$ cat config.mk
export PLATFORM = sky130hd
export DESIGN_NAME = butterfly_dif_inv_flat
export DESIGN_NICKNAME = d
export VERILOG_FILES = /design/src/rtl/butterfly_dif_inv_pkg.sv /design/src/rtl/butterfly_dif_inv_if.sv /design/src/rtl/butterfly_dif_inv_cmul_q15.sv /design/src/rtl/butterfly_dif_inv.sv /design/src/flat_wrapper.sv
export SDC_FILE = /design/constraint.sdc
export NUM_CORES = 2
export LEC_CHECK = 0
export CAP_MARGIN = 20
export CELL_PAD_IN_SITES_DETAIL_PLACEMENT = 1
export CELL_PAD_IN_SITES_GLOBAL_PLACEMENT = 1
export CORE_ASPECT_RATIO = 0.75
export CORE_MARGIN = 1
export CORE_UTILIZATION = 30
export DETAILED_ROUTE_END_ITERATION = 16
export PLACE_DENSITY = 0.58
export SLEW_MARGIN = 15
export SYNTH_ARGS = -nofsm -noshare
export SYNTH_HDL_FRONTEND = slang
export SYNTH_SLANG_ARGS = --single-unit
$ cat constraint.sdc
create_clock -name i_clk -period 18.5 [get_ports i_clk]
set_input_delay 2.775 -clock i_clk [delete_from_list [all_inputs] [get_ports i_clk]]
set_output_delay 2.775 -clock i_clk [all_outputs]
set_load 0.01 [all_outputs]
$ cat src/rtl/butterfly_dif_inv_pkg.sv
// Shared Q1.15 fixed-point definitions: widths, packed-complex field layout,
// and the rounding / saturation helpers used by the forward and inverse butterflies.
package butterfly_dif_inv_pkg;

    localparam int Q15_W  = 16;
    localparam int CPLX_W = 32;
    localparam int RE_MSB = 31;
    localparam int RE_LSB = 16;
    localparam int IM_MSB = 15;
    localparam int IM_LSB = 0;
    localparam int SUM_W  = Q15_W + 1;
    localparam int PROD_W = SUM_W + Q15_W;
    localparam int ACC_W  = PROD_W + 1;
    localparam int RND_W  = ACC_W - 16;

    localparam logic signed [SUM_W-1:0] SUM_ONE  = 17'sd1;
    localparam logic signed [ACC_W-1:0] RND_HALF = 34'sd32768;
    localparam logic signed [RND_W-1:0] Q15_MAX_X = 18'sd32767;
    localparam logic signed [RND_W-1:0] Q15_MIN_X = -18'sd32768;

    typedef logic signed [Q15_W-1:0] q15_t;
    typedef logic [CPLX_W-1:0]       cplx_t;

    function automatic q15_t cplx_re(input cplx_t x);
        return x[RE_MSB:RE_LSB];
    endfunction

    function automatic q15_t cplx_im(input cplx_t x);
        return x[IM_MSB:IM_LSB];
    endfunction

    function automatic cplx_t cplx_pack(input q15_t re, input q15_t im);
        return {re, im};
    endfunction

    // Negation of -1.0 has no Q1.15 representation; clamp it to +max.
    function automatic q15_t neg_sat(input q15_t x);
        return (x == 16'sh8000) ? 16'sh7fff : -x;
    endfunction

    function automatic q15_t half_round(input logic signed [SUM_W-1:0] s);
        return Q15_W'((s + SUM_ONE) >>> 1);
    endfunction

    // Q3.30 product sum to Q1.15 with an extra /2, round-half-up.
    function automatic logic signed [RND_W-1:0] round_q30(input logic signed [ACC_W-1:0] p);
        return RND_W'((p + RND_HALF) >>> 16);
    endfunction

    function automatic logic sat_hit(input logic signed [RND_W-1:0] x);
        return (x > Q15_MAX_X) || (x < Q15_MIN_X);
    endfunction

    function automatic q15_t sat_q15(input logic signed [RND_W-1:0] x);
        if (sat_hit(x))
            return x[RND_W-1] ? 16'sh8000 : 16'sh7fff;
        return x[Q15_W-1:0];
    endfunction

endpackage

$ cat src/rtl/butterfly_dif_inv_if.sv
// Beat-level bundle between the IFFT stage RAM reader/writer and the butterfly.
interface butterfly_dif_inv_if;
    import butterfly_dif_inv_pkg::*;

    logic  i_valid;
    logic  o_ready;
    cplx_t i_A;
    cplx_t i_B;
    cplx_t i_twiddle;
    logic  o_valid;
    logic  i_ready;
    cplx_t o_C;
    cplx_t o_D;
    logic  o_sat;

    modport master (
        output i_valid, i_A, i_B, i_twiddle, i_ready,
        input  o_ready, o_valid, o_C, o_D, o_sat
    );

    modport slave (
        input  i_valid, i_A, i_B, i_twiddle, i_ready,
        output o_ready, o_valid, o_C, o_D, o_sat
    );
endinterface

$ cat src/rtl/butterfly_dif_inv_cmul_q15.sv
// Complex multiply (17-bit diff x Q1.15 twiddle) with /2 scale, round and saturate.
// Latency 2 cycles; advances only when i_en is high so the caller owns backpressure.
module cmul_q15
    import butterfly_dif_inv_pkg::*;
(
    input  logic                    i_clk,
    input  logic                    i_rst,
    input  logic                    i_en,
    input  logic                    i_valid,
    input  logic signed [SUM_W-1:0] i_dr,
    input  logic signed [SUM_W-1:0] i_di,
    input  q15_t                    i_wr,
    input  q15_t                    i_wi,
    output logic                    o_valid,
    output q15_t                    o_re,
    output q15_t                    o_im,
    output logic                    o_sat
);

    logic signed [PROD_W-1:0] w_dr, w_di, w_wr, w_wi;
    logic signed [PROD_W-1:0] r_rr, r_ii, r_ri, r_ir;
    logic signed [ACC_W-1:0]  w_pr, w_pi;
    logic signed [RND_W-1:0]  w_pr_rnd, w_pi_rnd;
    logic                     r_v2, r_v3, r_sat;
    q15_t                     r_re, r_im;

    assign w_dr = PROD_W'(i_dr);
    assign w_di = PROD_W'(i_di);
    assign w_wr = PROD_W'(i_wr);
    assign w_wi = PROD_W'(i_wi);

    always_ff @(posedge i_clk or posedge i_rst) begin
        if (i_rst) begin
            r_v2 <= 1'b0;
            r_rr <= '0;
            r_ii <= '0;
            r_ri <= '0;
            r_ir <= '0;
        end else if (i_en) begin
            r_v2 <= i_valid;
            r_rr <= w_dr * w_wr;
            r_ii <= w_di * w_wi;
            r_ri <= w_dr * w_wi;
            r_ir <= w_di * w_wr;
        end
    end

    assign w_pr     = ACC_W'(r_rr) - ACC_W'(r_ii);
    assign w_pi     = ACC_W'(r_ri) + ACC_W'(r_ir);
    assign w_pr_rnd = round_q30(w_pr);
    assign w_pi_rnd = round_q30(w_pi);

    always_ff @(posedge i_clk or posedge i_rst) begin
        if (i_rst) begin
            r_v3  <= 1'b0;
            r_re  <= '0;
            r_im  <= '0;
            r_sat <= 1'b0;
        end else if (i_en) begin
            r_v3  <= r_v2;
            r_re  <= sat_q15(w_pr_rnd);
            r_im  <= sat_q15(w_pi_rnd);
            r_sat <= sat_hit(w_pr_rnd) | sat_hit(w_pi_rnd);
        end
    end

    assign o_valid = r_v3;
    assign o_re    = r_re;
    assign o_im    = r_im;
    assign o_sat   = r_sat;

endmodule

$ cat src/rtl/butterfly_dif_inv.sv
// Inverse-FFT DIF butterfly: C=(A+B)/2, D=((A-B)*W)/2, Q1.15 packed complex.
// Latency 3 cycles, 1 beat/cycle; whole pipe freezes when the output is held and i_ready is low.
module butterfly_dif_inv
    import butterfly_dif_inv_pkg::*;
#(
    parameter bit CONJ_TWIDDLE = 1'b1,
    parameter int PIPE_LAT     = 3
) (
    input  logic                 i_clk,
    input  logic                 i_rst,
    butterfly_dif_inv_if.slave   bus
);

    if (PIPE_LAT != 3) begin : g_lat_chk
        $error("butterfly_dif_inv: PIPE_LAT must be 3");
    end

    logic                    w_en;
    logic                    w_v3;
    logic signed [SUM_W-1:0] w_a_re, w_a_im, w_b_re, w_b_im;
    q15_t                    w_tw_im;
    q15_t                    w_d_re, w_d_im;
    logic                    w_d_sat;

    logic                    r_v1;
    logic signed [SUM_W-1:0] r_sr, r_si, r_dr, r_di;
    q15_t                    r_wr, r_wi;
    q15_t                    r_cr2, r_ci2, r_cr3, r_ci3;

    // One enable for every stage: a bubble at the output is always reclaimable.
    assign w_en        = !w_v3 || bus.i_ready;
    assign bus.o_ready = w_en;

    assign w_a_re  = SUM_W'(cplx_re(bus.i_A));
    assign w_a_im  = SUM_W'(cplx_im(bus.i_A));
    assign w_b_re  = SUM_W'(cplx_re(bus.i_B));
    assign w_b_im  = SUM_W'(cplx_im(bus.i_B));
    assign w_tw_im = CONJ_TWIDDLE ? neg_sat(cplx_im(bus.i_twiddle)) : cplx_im(bus.i_twiddle);

    always_ff @(posedge i_clk or posedge i_rst) begin
        if (i_rst) begin
            r_v1 <= 1'b0;
            r_sr <= '0;
            r_si <= '0;
            r_dr <= '0;
            r_di <= '0;
            r_wr <= '0;
            r_wi <= '0;
        end else if (w_en) begin
            r_v1 <= bus.i_valid;
            r_sr <= w_a_re + w_b_re;
            r_si <= w_a_im + w_b_im;
            r_dr <= w_a_re - w_b_re;
            r_di <= w_a_im - w_b_im;
            r_wr <= cplx_re(bus.i_twiddle);
            r_wi <= w_tw_im;
        end
    end

    // C is ready after S2; the extra register keeps it aligned with D.
    always_ff @(posedge i_clk or posedge i_rst) begin
        if (i_rst) begin
            r_cr2 <= '0;
            r_ci2 <= '0;
            r_cr3 <= '0;
            r_ci3 <= '0;
        end else if (w_en) begin
            r_cr2 <= half_round(r_sr);
            r_ci2 <= half_round(r_si);
            r_cr3 <= r_cr2;
            r_ci3 <= r_ci2;
        end
    end

    cmul_q15 u_cmul (
        .i_clk   (i_clk),
        .i_rst   (i_rst),
        .i_en    (w_en),
        .i_valid (r_v1),
        .i_dr    (r_dr),
        .i_di    (r_di),
        .i_wr    (r_wr),
        .i_wi    (r_wi),
        .o_valid (w_v3),
        .o_re    (w_d_re),
        .o_im    (w_d_im),
        .o_sat   (w_d_sat)
    );

    assign bus.o_valid = w_v3;
    assign bus.o_C     = cplx_pack(r_cr3, r_ci3);
    assign bus.o_D     = cplx_pack(w_d_re, w_d_im);
    assign bus.o_sat   = w_d_sat;

endmodule

$ cat src/flat_wrapper.sv
// flat-port wrapper written by rule: the top's interface ports become plain ports
module butterfly_dif_inv_flat import butterfly_dif_inv_pkg::*;
#(
    parameter bit CONJ_TWIDDLE = 1'b1,
    parameter int PIPE_LAT     = 3
)
  (i_clk, i_rst, bus_i_valid, bus_i_A, bus_i_B, bus_i_twiddle, bus_i_ready, bus_o_ready, bus_o_valid, bus_o_C, bus_o_D, bus_o_sat);
  butterfly_dif_inv_if bus_i ();
  input  logic i_clk;
  input  logic i_rst;
  input wire logic [$bits(bus_i.i_valid)-1:0] bus_i_valid;
  input wire logic [$bits(bus_i.i_A)-1:0] bus_i_A;
  input wire logic [$bits(bus_i.i_B)-1:0] bus_i_B;
  input wire logic [$bits(bus_i.i_twiddle)-1:0] bus_i_twiddle;
  input wire logic [$bits(bus_i.i_ready)-1:0] bus_i_ready;
  output wire logic [$bits(bus_i.o_ready)-1:0] bus_o_ready;
  output wire logic [$bits(bus_i.o_valid)-1:0] bus_o_valid;
  output wire logic [$bits(bus_i.o_C)-1:0] bus_o_C;
  output wire logic [$bits(bus_i.o_D)-1:0] bus_o_D;
  output wire logic [$bits(bus_i.o_sat)-1:0] bus_o_sat;
  assign bus_i.i_valid = bus_i_valid;
  assign bus_i.i_A = bus_i_A;
  assign bus_i.i_B = bus_i_B;
  assign bus_i.i_twiddle = bus_i_twiddle;
  assign bus_i.i_ready = bus_i_ready;
  assign bus_o_ready = bus_i.o_ready;
  assign bus_o_valid = bus_i.o_valid;
  assign bus_o_C = bus_i.o_C;
  assign bus_o_D = bus_i.o_D;
  assign bus_o_sat = bus_i.o_sat;
  butterfly_dif_inv #(.CONJ_TWIDDLE(CONJ_TWIDDLE), .PIPE_LAT(PIPE_LAT)) u_core (.i_clk(i_clk), .i_rst(i_rst), .bus(bus_i));
endmodule
==> Implementation_results.wiki <==
{| class="wikitable"
! Metric !! Value
|-
| Initial core utilization || 0.304
|-
| Placeable Area || 0.198 mm²
|-
| Root Buffer || clkbuf_16
|-
| Reg2reg start || u_core.r_wr[11]
|-
| Worst-path cell chain || buf_4 > nand2_1 > fa_1 > inv_1 > fa_1 > fa_1 > fa_1 > fa_1 > inv_1 > fa_1 > inv_1 > ha_1 > a21o_1 > a21oi_1 > a21boi_0 > a311o_1 > a31oi_1 > o21ai_0 > a211oi_1 > o211a_1 > nor3_1
|-
| CTS clock-pin slew for the worst setup and hold paths || 0.06 ns
|-
| Normalized max-slew margin || 0.239
|-
| TritonCTS clock tree || yes
|-
| Final worst path period need || 7.81 ns
|-
| Launch instance of the worst min-delay path || u_core.r_wr[14]
|-
| Async set or reset register ratio after synthesis || 1.00
|-
| Status || finished clean
|-
| Layout Area Growth over Synthesis || 10.4%
|-
| Skew final || 0.0721 ns
|-
| Clock Latency Late Sink || 0.70 ns
|-
| Post-CTS Setup Inserts || 0
|-
| Least-Margin Pin Slew || 1.14 ns
|-
| H-tree Lvls || 2
|-
| Most prevalent standard cell on the critical path || fa_1
|-
| Share of layout cells above drive strength 1 || 0.0337
|-
| Drt first pass iters || 11
|-
| Number of buffers added by the clock tree synthesis step || 49
|-
| #FFs+latches synth || 330
|-
| Placer Congestion || 0.812
|-
| Number of vias in the routed layout || 44600
|-
| Cell count of the worst hold path || 2
|-
| Share of the synthesized area in the top cell type || 0.369
|-
| Largest net degree at the start of global routing || 102
|-
| Cell types occupying the most area after synthesis || fa_1, dfrtp_1, ha_1
|-
| Nets || 8433
|-
| Yosys warns || 0
|-
| Final setup TNS || 0 ns
|-
| Most used flip-flop cell after synthesis || dfrtp_1
|-
| Total Routing Usage GR || 0.183
|-
| Critical-path maximum fanout || 19
|-
| Total count of max-transition violations in the final report || 0
|-
| Required arrival time at the worst endpoint || 19.07 ns
|-
| Die width || 519 µm
|-
| Number of hold buffers added after cts || 0
|-
| Critical Path End Type || register
|-
| Netlist area before placement || 0.0601 mm²
|-
| Mapped Cells || 6708
|-
| Post-synth top area cell || fa_1
|-
| Setup crit start || u_core.r_wr[11]
|-
| Share of the clock period used by the worst path || 0.422
|-
| Most common library cell in the layout ignoring fill and taps || inv_1
|-
| Overflow left after global routing || 0
|-
| Die footprint || 0.202 mm²
|-
| Detailed Route Iter0 Violations || 2153
|-
| Vias in the first global route || 49400
|-
| Maximum operating frequency || 128 MHz
|-
| Final count of hold timing violations || 0
|-
| Syn avg cell area || 8.96 µm²
|-
| Top library cells by usage in the layout, fill and taps aside || inv_1, fa_1, nand2_1
|-
| Count of boundary I/O pins || 167
|-
| Arrival time at the worst endpoint || 8.38 ns
|-
| CTS-repair resized insts || 0
|-
| Final-report setup violation count || 0
|-
| Post-synth EDFFs || 0
|-
| Min-Delay Path Class || register to register
|-
| Placed wire-length estimate after detailed placement || 139000 µm
|-
| Worst setup path class || register to register
|-
| CTS max path bufs || 3
|-
| Num Clock Sinks || 330
|-
| Count of antenna-violating nets left after detailed routing || 0
|-
| MaxCap Viol Count || 0
|-
| Final routed DRC violation total || 0
|-
| Total wire length || 179000 µm
|-
| Highest cell delay on the worst timing path || 1.07 ns
|-
| Routed length per placed instance || 19.1 µm
|-
| Die outline height || 390 µm
|-
| Nets in the synthesized netlist || 8445
|-
| Slowest cell on crit path || dfrtp_1
|-
| Via-to-Cell Ratio || 4.76
|-
| Fraction of the yosys area taken by sequential cells || 0.137
|-
| Number of antenna violations at the first check in global routing || 7
|-
| Wire length of the first global-routing pass || 289000 µm
|-
| Element type at the critical path start || register
|-
| Count of buffers from port buffering || 166
|-
| Yosys cell types || 81
|-
| Number of core rows || 141
|-
| R2R cell count || 21
|-
| Setup repair after global routing missed its margin || no
|}
[cells in the mapped netlist, types with 20 or more instances]
cell type / n
nor2_1: 262
and3_1: 33
nand2b_1: 41
o211ai_1: 23
o21ai_0: 211
a211oi_1: 37
ha_1: 529
xor2_1: 88
dfrtp_1: 330
a21o_1: 69
fa_1: 1108
inv_1: 1369
nand2_1: 930
nor2b_1: 22
o21bai_1: 32
o31ai_1: 20
clkbuf_1: 299
and2_1: 514
nor3_1: 41
xnor2_1: 153
nand3_1: 71
a31oi_1: 29
a21oi_1: 253
[kinds of logic (layout without fill, tap and decap cells)]
logic type	count (synthesis)	count (layout)	share of synthesized area
AOI/OAI and AO/OA	803	803	0.0835
DFF	330	330	0.137
muxes	7	7	0.00125
and+or+nand+nor	2004	2004	0.158
other	0	3	0
buffers and inverters	1686	1715	0.106
adders and majority gates	1637	1637	0.479
xor gates and xnor gates	241	241	0.0351
[metrics by stage]
| step | area [µm²] | worst slack, ns | std cells | hold WS, ns | utilization |
|---|---|---|---|---|---|
| CTS | 66400 | 10.73 | 9382 | 0.475 | 0.335 |
| floorplan | 60100 | 6.59 | 6708 | 0.430 | - |
| global route | 66400 | 10.31 | 9383 | 0.493 | 0.335 |
| global placement | 64500 | 10.92 | 9290 | 0.453 | 0.326 |
| finish | 66400 | 10.69 | 9385 | 0.465 | 0.335 |
| detailed placement | 64500 | 10.76 | 9290 | 0.460 | 0.326 |
[critical path, delay by kind of cell (launching register included)]
kind	cells	cell delay, ns
buffers and inverters	4	0.56
adders and majority gates	7	3.33
and+or+nand+nor	2	0.15
AOI/OAI and AO/OA	8	2.57
DFF	1	1.07
[layer usage]
layer  up-vias  share of wire  wire, µm  global-route usage
met5         -        0.00028        50                   0
met4         6          0.019      3360              0.0348
met3       131          0.047      8420              0.0255
met2       769           0.42     75800               0.272
met1     23300           0.51     91700               0.280
li1      20400              -         -                   -
[layout make-up]
cell class	count	area, µm²
fillers	23000	132000
clock buffers	51	1230
repair buffers	251	2300
well taps	2645	3310
flip-flops and latches	330	8260
multi-input cells	4692	45500
clock inverters	41	594
diodes	3	7.51
inverters	1372	5160
[path summary, 6_finish.rpt]
check,to,slack (ns)
setup / recovery,u_core.u_cmul.r_ir[32],10.69
hold / removal,u_core.r_wr[14],0.47
setup reg to reg,u_core.u_cmul.r_ir[32],10.69
hold reg to reg,u_core.r_wr[14],0.47
max in group asynchronous,u_core.r_ci3[8],13.18
min in group asynchronous,u_core.u_cmul.r_rr[7],2.66
[state kept, by name (all words and copies together) (netlist names), 16 cells and up]
signal and count:
u_core.u_cmul.r_ii 33, u_core.u_cmul.r_ir 33, u_core.u_cmul.r_ri 33, u_core.u_cmul.r_rr 33, u_core.r_di 17, u_core.r_dr 17, u_core.r_ci2 16, u_core.r_ci3 16
u_core.r_cr2 16, u_core.r_cr3 16, u_core.r_si 16, u_core.r_sr 16, u_core.r_wi 16, u_core.r_wr 16, u_core.u_cmul.o_im 16, u_core.u_cmul.o_re 16
Power is not shown: default switching activity piles up to over one toggle a cycle in this logic, so the estimate is an artifact.
